[config.mk]
export PLATFORM = sky130hd
export DESIGN_NAME = fcvt_int_pipe
export DESIGN_NICKNAME = d
export VERILOG_FILES = /design/src/rtl/fcvt_int_pipe.sv
export SDC_FILE = /design/constraint.sdc
export NUM_CORES = 1
export LEC_CHECK = 0
export ABC_CLOCK_PERIOD_IN_PS = 2200
export CORE_ASPECT_RATIO = 0.9
export CORE_MARGIN = 2
export CORE_UTILIZATION = 43
export CTS_CLUSTER_SIZE = 10
export DETAILED_ROUTE_END_ITERATION = 6
export PLACE_DENSITY = 0.82
export RECOVER_POWER = 100
export SLEW_MARGIN = 20
export SYNTH_ARGS = -nofsm -noshare
export SYNTH_HDL_FRONTEND = slang
export SYNTH_SLANG_ARGS = --single-unit
export TNS_END_PERCENT = 10
[constraint.sdc]
create_clock -name clk -period 2.2 [get_ports clk]
set_clock_uncertainty 0.2 [all_clocks]
set_input_delay 0.44 -clock clk [delete_from_list [all_inputs] [get_ports clk]]
set_output_delay 0.44 -clock clk [all_outputs]
set_load 0.01 [all_outputs]
[src/rtl/fcvt_int_pipe.sv]
// FP-to-integer back end: classifies the operand, saturates per RISC-V rules and
// returns result/fflags through a two-stage valid/ready pipeline with flush.
module fcvt_int_pipe #(
    parameter int W  = 32,
    parameter int TW = 6
) (
    input  logic          clk,
    input  logic          reset,
    input  logic          flush,
    input  logic          in_valid,
    output logic          in_ready,
    input  logic [W-1:0]  in_fp,
    input  logic [W-1:0]  in_trunc,
    input  logic          in_unsigned,
    input  logic          in_word,
    input  logic [TW-1:0] in_tag,
    output logic          out_valid,
    input  logic          out_ready,
    output logic [W-1:0]  out_data,
    output logic [4:0]    out_fflags,
    output logic [TW-1:0] out_tag
);

    localparam int EW   = (W == 64) ? 11 : 8;
    localparam int FW   = W - 1 - EW;
    localparam int BIAS = (1 << (EW - 1)) - 1;

    localparam logic [4:0] FLAG_NV = 5'b10000;
    localparam logic [4:0] FLAG_NX = 5'b00001;

    typedef struct packed {
        logic [TW-1:0] tag;
        logic [W-1:0]  trunc;
        logic          sign;
        logic          uns;
        logic          t32;
        logic          nan;
        logic          inf;
        logic          big;
        logic          frac;
        logic          ge_one;
        logic          nonzero;
        logic          is_min;
    } s1_t;

    function automatic logic [W-1:0] sext32(input logic [31:0] v);
        logic [W-1:0] r;
        r       = {W{v[31]}};
        r[31:0] = v;
        return r;
    endfunction

    logic          s1_valid;
    s1_t           s1;
    s1_t           cls;
    logic          s2_adv;
    logic [EW-1:0] exp_f;
    logic [FW-1:0] man_f;
    int            e;
    int            t_bits;
    logic [W-1:0]  res;
    logic [4:0]    flags;

    assign s2_adv   = !out_valid || out_ready;
    assign in_ready = !s1_valid || s2_adv;

    // NOTE: every output of this block is assigned before any branch, so no latch is inferred.
    always_comb begin
        exp_f       = in_fp[W-2:FW];
        man_f       = in_fp[FW-1:0];
        e           = int'(exp_f) - BIAS;
        cls.t32     = (W == 32) || in_word;
        t_bits      = cls.t32 ? 32 : 64;
        cls.tag     = in_tag;
        cls.trunc   = in_trunc;
        cls.sign    = in_fp[W-1];
        cls.uns     = in_unsigned;
        cls.nan     = (&exp_f) && (|man_f);
        cls.inf     = (&exp_f) && !(|man_f);
        cls.big     = e >= (in_unsigned ? t_bits : t_bits - 1);
        cls.ge_one  = e >= 0;
        cls.nonzero = |in_fp[W-2:0];
        cls.is_min  = in_fp[W-1] && (e == t_bits - 1) && (man_f == '0);
        cls.frac    = 1'b0;
        // Bits of m below the binary point are the low FW-e bits for 0 <= e < FW.
        if (exp_f == '0)
            cls.frac = |man_f;
        else if (e < 0)
            cls.frac = 1'b1;
        else if (e < FW)
            cls.frac = |(man_f & ({FW{1'b1}} >> e));
    end

    always_comb begin
        res   = s1.t32 ? sext32(s1.trunc[31:0]) : s1.trunc;
        flags = {4'b0000, s1.frac};
        if (s1.nan || (!s1.sign && (s1.inf || s1.big))) begin
            res   = s1.uns ? {W{1'b1}}
                  : (s1.t32 ? sext32(32'h7FFF_FFFF) : {1'b0, {(W-1){1'b1}}});
            flags = FLAG_NV;
        end else if (!s1.uns && s1.sign && (s1.inf || s1.big)) begin
            res   = s1.t32 ? sext32(32'h8000_0000) : {1'b1, {(W-1){1'b0}}};
            flags = s1.is_min ? 5'b00000 : FLAG_NV;
        end else if (s1.uns && s1.sign && s1.ge_one) begin
            res   = '0;
            flags = FLAG_NV;
        end else if (s1.uns && s1.sign && s1.nonzero) begin
            res   = '0;
            flags = FLAG_NX;
        end
    end

    // NOTE: sequential state uses <= so every register samples pre-edge values.
    always_ff @(posedge clk or posedge reset) begin
        if (reset)
            s1_valid <= 1'b0;
        else if (flush)
            s1_valid <= 1'b0;
        else if (in_ready)
            s1_valid <= in_valid;
    end

    // NOTE: payload registers carry no reset; the valid bits alone qualify them.
    always_ff @(posedge clk) begin
        if (in_valid && in_ready)
            s1 <= cls;
    end

    always_ff @(posedge clk or posedge reset) begin
        if (reset) begin
            out_valid  <= 1'b0;
            out_data   <= '0;
            out_fflags <= '0;
            out_tag    <= '0;
        end else if (flush) begin
            out_valid <= 1'b0;
        end else if (s2_adv) begin
            out_valid <= s1_valid;
            if (s1_valid) begin
                out_data   <= res;
                out_fflags <= flags;
                out_tag    <= s1.tag;
            end
        end
    end

endmodule

==> impl_results.md <==
- Fraction of layout cells with a size suffix above 1: 0.2160
- Fmax: 454.1 MHz
- Int Power: 3164 uW
- Cells after DPL: 639
- Seq pwr share: 0.482
- Number of synthesized flops with an enable pin: 47
- Min Hold Slack: 289.4 ps
- CTS clock-pin slew for the worst setup and hold paths: 80 ps
- Clk pwr share: 0.278
- Least-Margin Pin Slew: 860.0 ps
- RSZ-0062 raised after global routing: true
- Setup Crit Path Kind: primary input to flop
- Power per cell area: 690.9 nW/um^2
- Core area: 9166 sq um
- Die extent in x: 106.7 um
- DR vias/cell: 5.337
- Startpoint types: primary input
- Global route total overflow: 0
- Crit path cell chain: clkdlybuf4s50_1 -> nor3_1 -> and3_1 -> nand4_4 -> nand3b_4 -> or3_1
- DIE HEIGHT: 96.40 um
- Clk_lat worst skew: 340 ps
- Post-synthesis mux area share: 0.01933
- Sw Ratio: 0.2552
- First-pass GRT wire length: 16630 um
- HPWL Detailed: 7817 um
- Initial DRC Count: 206
- Cells after Synth: 358
- GRT Total Usage: 0.2087
- Final critical-path required period: 2202 ps
- Post-layout util: 0.6708
- Vias in the first global route: 3522
- CTS sink count: 89
- Data arrival, critical path: 2090 ps
- Layout Cells excl Fill: 659
- Pin count of the biggest net entering global routing: 46
- Most common cell in the netlist: a21oi_1
- Largest cells by area after synthesis: edfxtp_1, dfrtp_1, a21oi_1
- CTS tree: built
- Top cells by count, synth: a21oi_1, edfxtp_1, dfrtp_1, nor2_1, nand2_1
- Comb power frac: 0.240
- Critical Path RT: 2080 ps
- Unique masters post-synth: 55
- Pins over their slew limit: 0
- Initial antenna violation count: 0
- Fillers: 668
- Synthesized-area fraction occupied by adder cells: 0.02761
- Io pins: 122
- Compound-Gate Fraction of Synth Area: 0.1699
- Slowest library cell on the worst path: clkdlybuf4s50_1
- H-tree depth: 3
- Async S/R FF share, synth: 0.4719
- #FFs+latches synth: 89
- CTS Hold Bufs: 0
- XOR/XNOR Fraction of Synth Area: 0.01718
- Ys Warns: 0
- WL/cell: 16.02 um
- Largest family of logic cells by synthesized area: compound AO/OA/AOI/OAI gates
- Root Driver: clkbuf_8
- CP max FO: 2
- Top cell type's share of synthesized area: 0.3460
- Avg Cell Area, Syn: 11.39 sq um
- Cts bufs inserted: 9
- Seq/Total Area, Yosys: 0.6037
- Netlist Area Pre-Place: 4079 sq um
- Static Leak: 0.002412 uW
- Max-slew headroom: 0.4260
- Initial Util: 0.4450
- Row cnt: 33
- Routability Congestion: 0.9010
- Crit. End Element: flop
- Port Buffers: 117
- CP max stage delay: 450 ps
- Antenna-violating nets left: 0
- DRC viols: 0
- Final Net Count: 618
- Area leader, netlist: edfxtp_1
- HP Class: flop to flop
- Power, Total: 4248 uW
- Dominant synthesized flop cell: edfxtp_1
- DR pass1 iterations: 4
- Final Hold Fails: 0
- Max clock buf depth: 2
- Violated checks: setup timing
- Setup violators final: 1
- Tcrit/Tclk final: 1.001
- ANT cells: 0
- Setup WS pre-CTS: -785.6 ps
- Max Cap Viol: 0
- Via Count: 3517
- Post-Synth Simple-Gate Area: 0.1215
- Layout area overhead: 50.74%
- Routed Wire Length: 10560 um
- Status: finished with violations
- Worst setup margin: -2.330 ps
- Total die area: 10280 sq um
- Switch Pwr: 1084 uW
- Peak supply drop: 0.0005029 V
==> cells in the final DEF, fill, tap and decap left out, types with 3 or more instances in the layout <==
cell type and count:
dlygate4sd3_1 81, a21oi_1 71, buf_4 57, edfxtp_1 47
dfrtp_1 42, nor2_1 40, clkdlybuf4s50_1 25, nand2_1 11
clkbuf_8 10, inv_1 8, a31oi_1 7, nor3_1 7
mux2_2 7, ha_1 7, o21ai_0 6, dlygate4sd2_1 6
nand2b_1 5, nand3_1 5, clkbuf_1 5, inv_2 4
o22ai_1 4, buf_12 4, nor3b_1 3, o211ai_1 3
nor4_2 3, a21o_1 3, o31ai_1 3, a211oi_1 3
conb_1 3, clkdlybuf4s15_1 3
==> per-stage QoR <==
stage	area, sq um	setup TNS (ps)
floorplan	4100	-314.3
global placement	5841	-3256
detailed placement	5841	-3712
CTS	6128	0
global route	6148	-87.08
finish	6148	-2.330
==> state kept, by name, summed over array words and instances (netlist names) <==
name and count:
s1 47, out_fflags 2, out_valid 1, out_data 32
out_tag 6, s1_valid 1
==> final cells by class <==
| type | instances | area [sq um] | share of cell area |
|---|---|---|---|
| clock inverter | 3 | 65.06 | 0.01058 |
| multi-input combinational | 236 | 1573 | 0.2558 |
| sequential | 89 | 2462 | 0.4005 |
| clock buffer | 13 | 148.9 | 0.02422 |
| timing repair buffer | 184 | 1702 | 0.2768 |
| tap | 122 | 152.6 | 0.02483 |
| inverter | 12 | 45.04 | 0.007326 |
==> final timing paths <==
check,cells after the start,from,endpoint,slack (ps)
min reg2reg,1,s1[42]$_DFFE_PP_,out_tag[0]$_DFFE_PP0P_,290
max reg2reg,5,out_valid$_DFFE_PP0P_,out_data[31]$_DFFE_PP0P_,230
max in group asynchronous,3,reset,out_data[5]$_DFFE_PP0P_,620
min,1,s1[42]$_DFFE_PP_,out_tag[0]$_DFFE_PP0P_,290
max,6,in_fp[4],s1[1]$_DFFE_PP_,-2
min in group asynchronous,2,reset,out_data[11]$_DFFE_PP0P_,550
==> power by group through the flow <==
stage          combinational [uW]  clock [uW]  sequential, uW
3_3_place_gp                 1030           0            2070
3_5_place_dp                 1070           0            2090
5_1_grt                      1100        1290            2070
6_report                     1020        1180            2050
2_1_floorplan                 354           0            2140
4_1_cts                      1080        1210            2050
==> cell families (layout without fill, tap and decap cells) <==
logic type      Yosys count  count (layout)
compound gates          117             117
xor+xnor                  5               5
fa+ha+maj                 9               9
buf+inv                  35             212
flops                    89              89
mux                       7               7
other cells               1               3
simple gates             95              95
==> timing repair <==
action / in CTS / in global routing
endpoints found under the setup margin: 5 / 4
setup buffers: 4 / 0
gates resized for setup: 33 / 7
pin swaps: 13 / 3
==> critical path: cells and delay by family <==
family                 cells  cell delay (ps)
buffers and inverters      1              450
and+or+nand+nor            5             1210
==> per-layer routing <==
layer  vias up  share of wire  global-route usage
met2       145           0.50              0.3631
li1       1668              -                   -
met1      1685           0.41              0.2639
met3        19          0.072             0.04158
met4         0          0.017             0.07143
met5         -              0                   0
(Power assumes the default switching activity.)
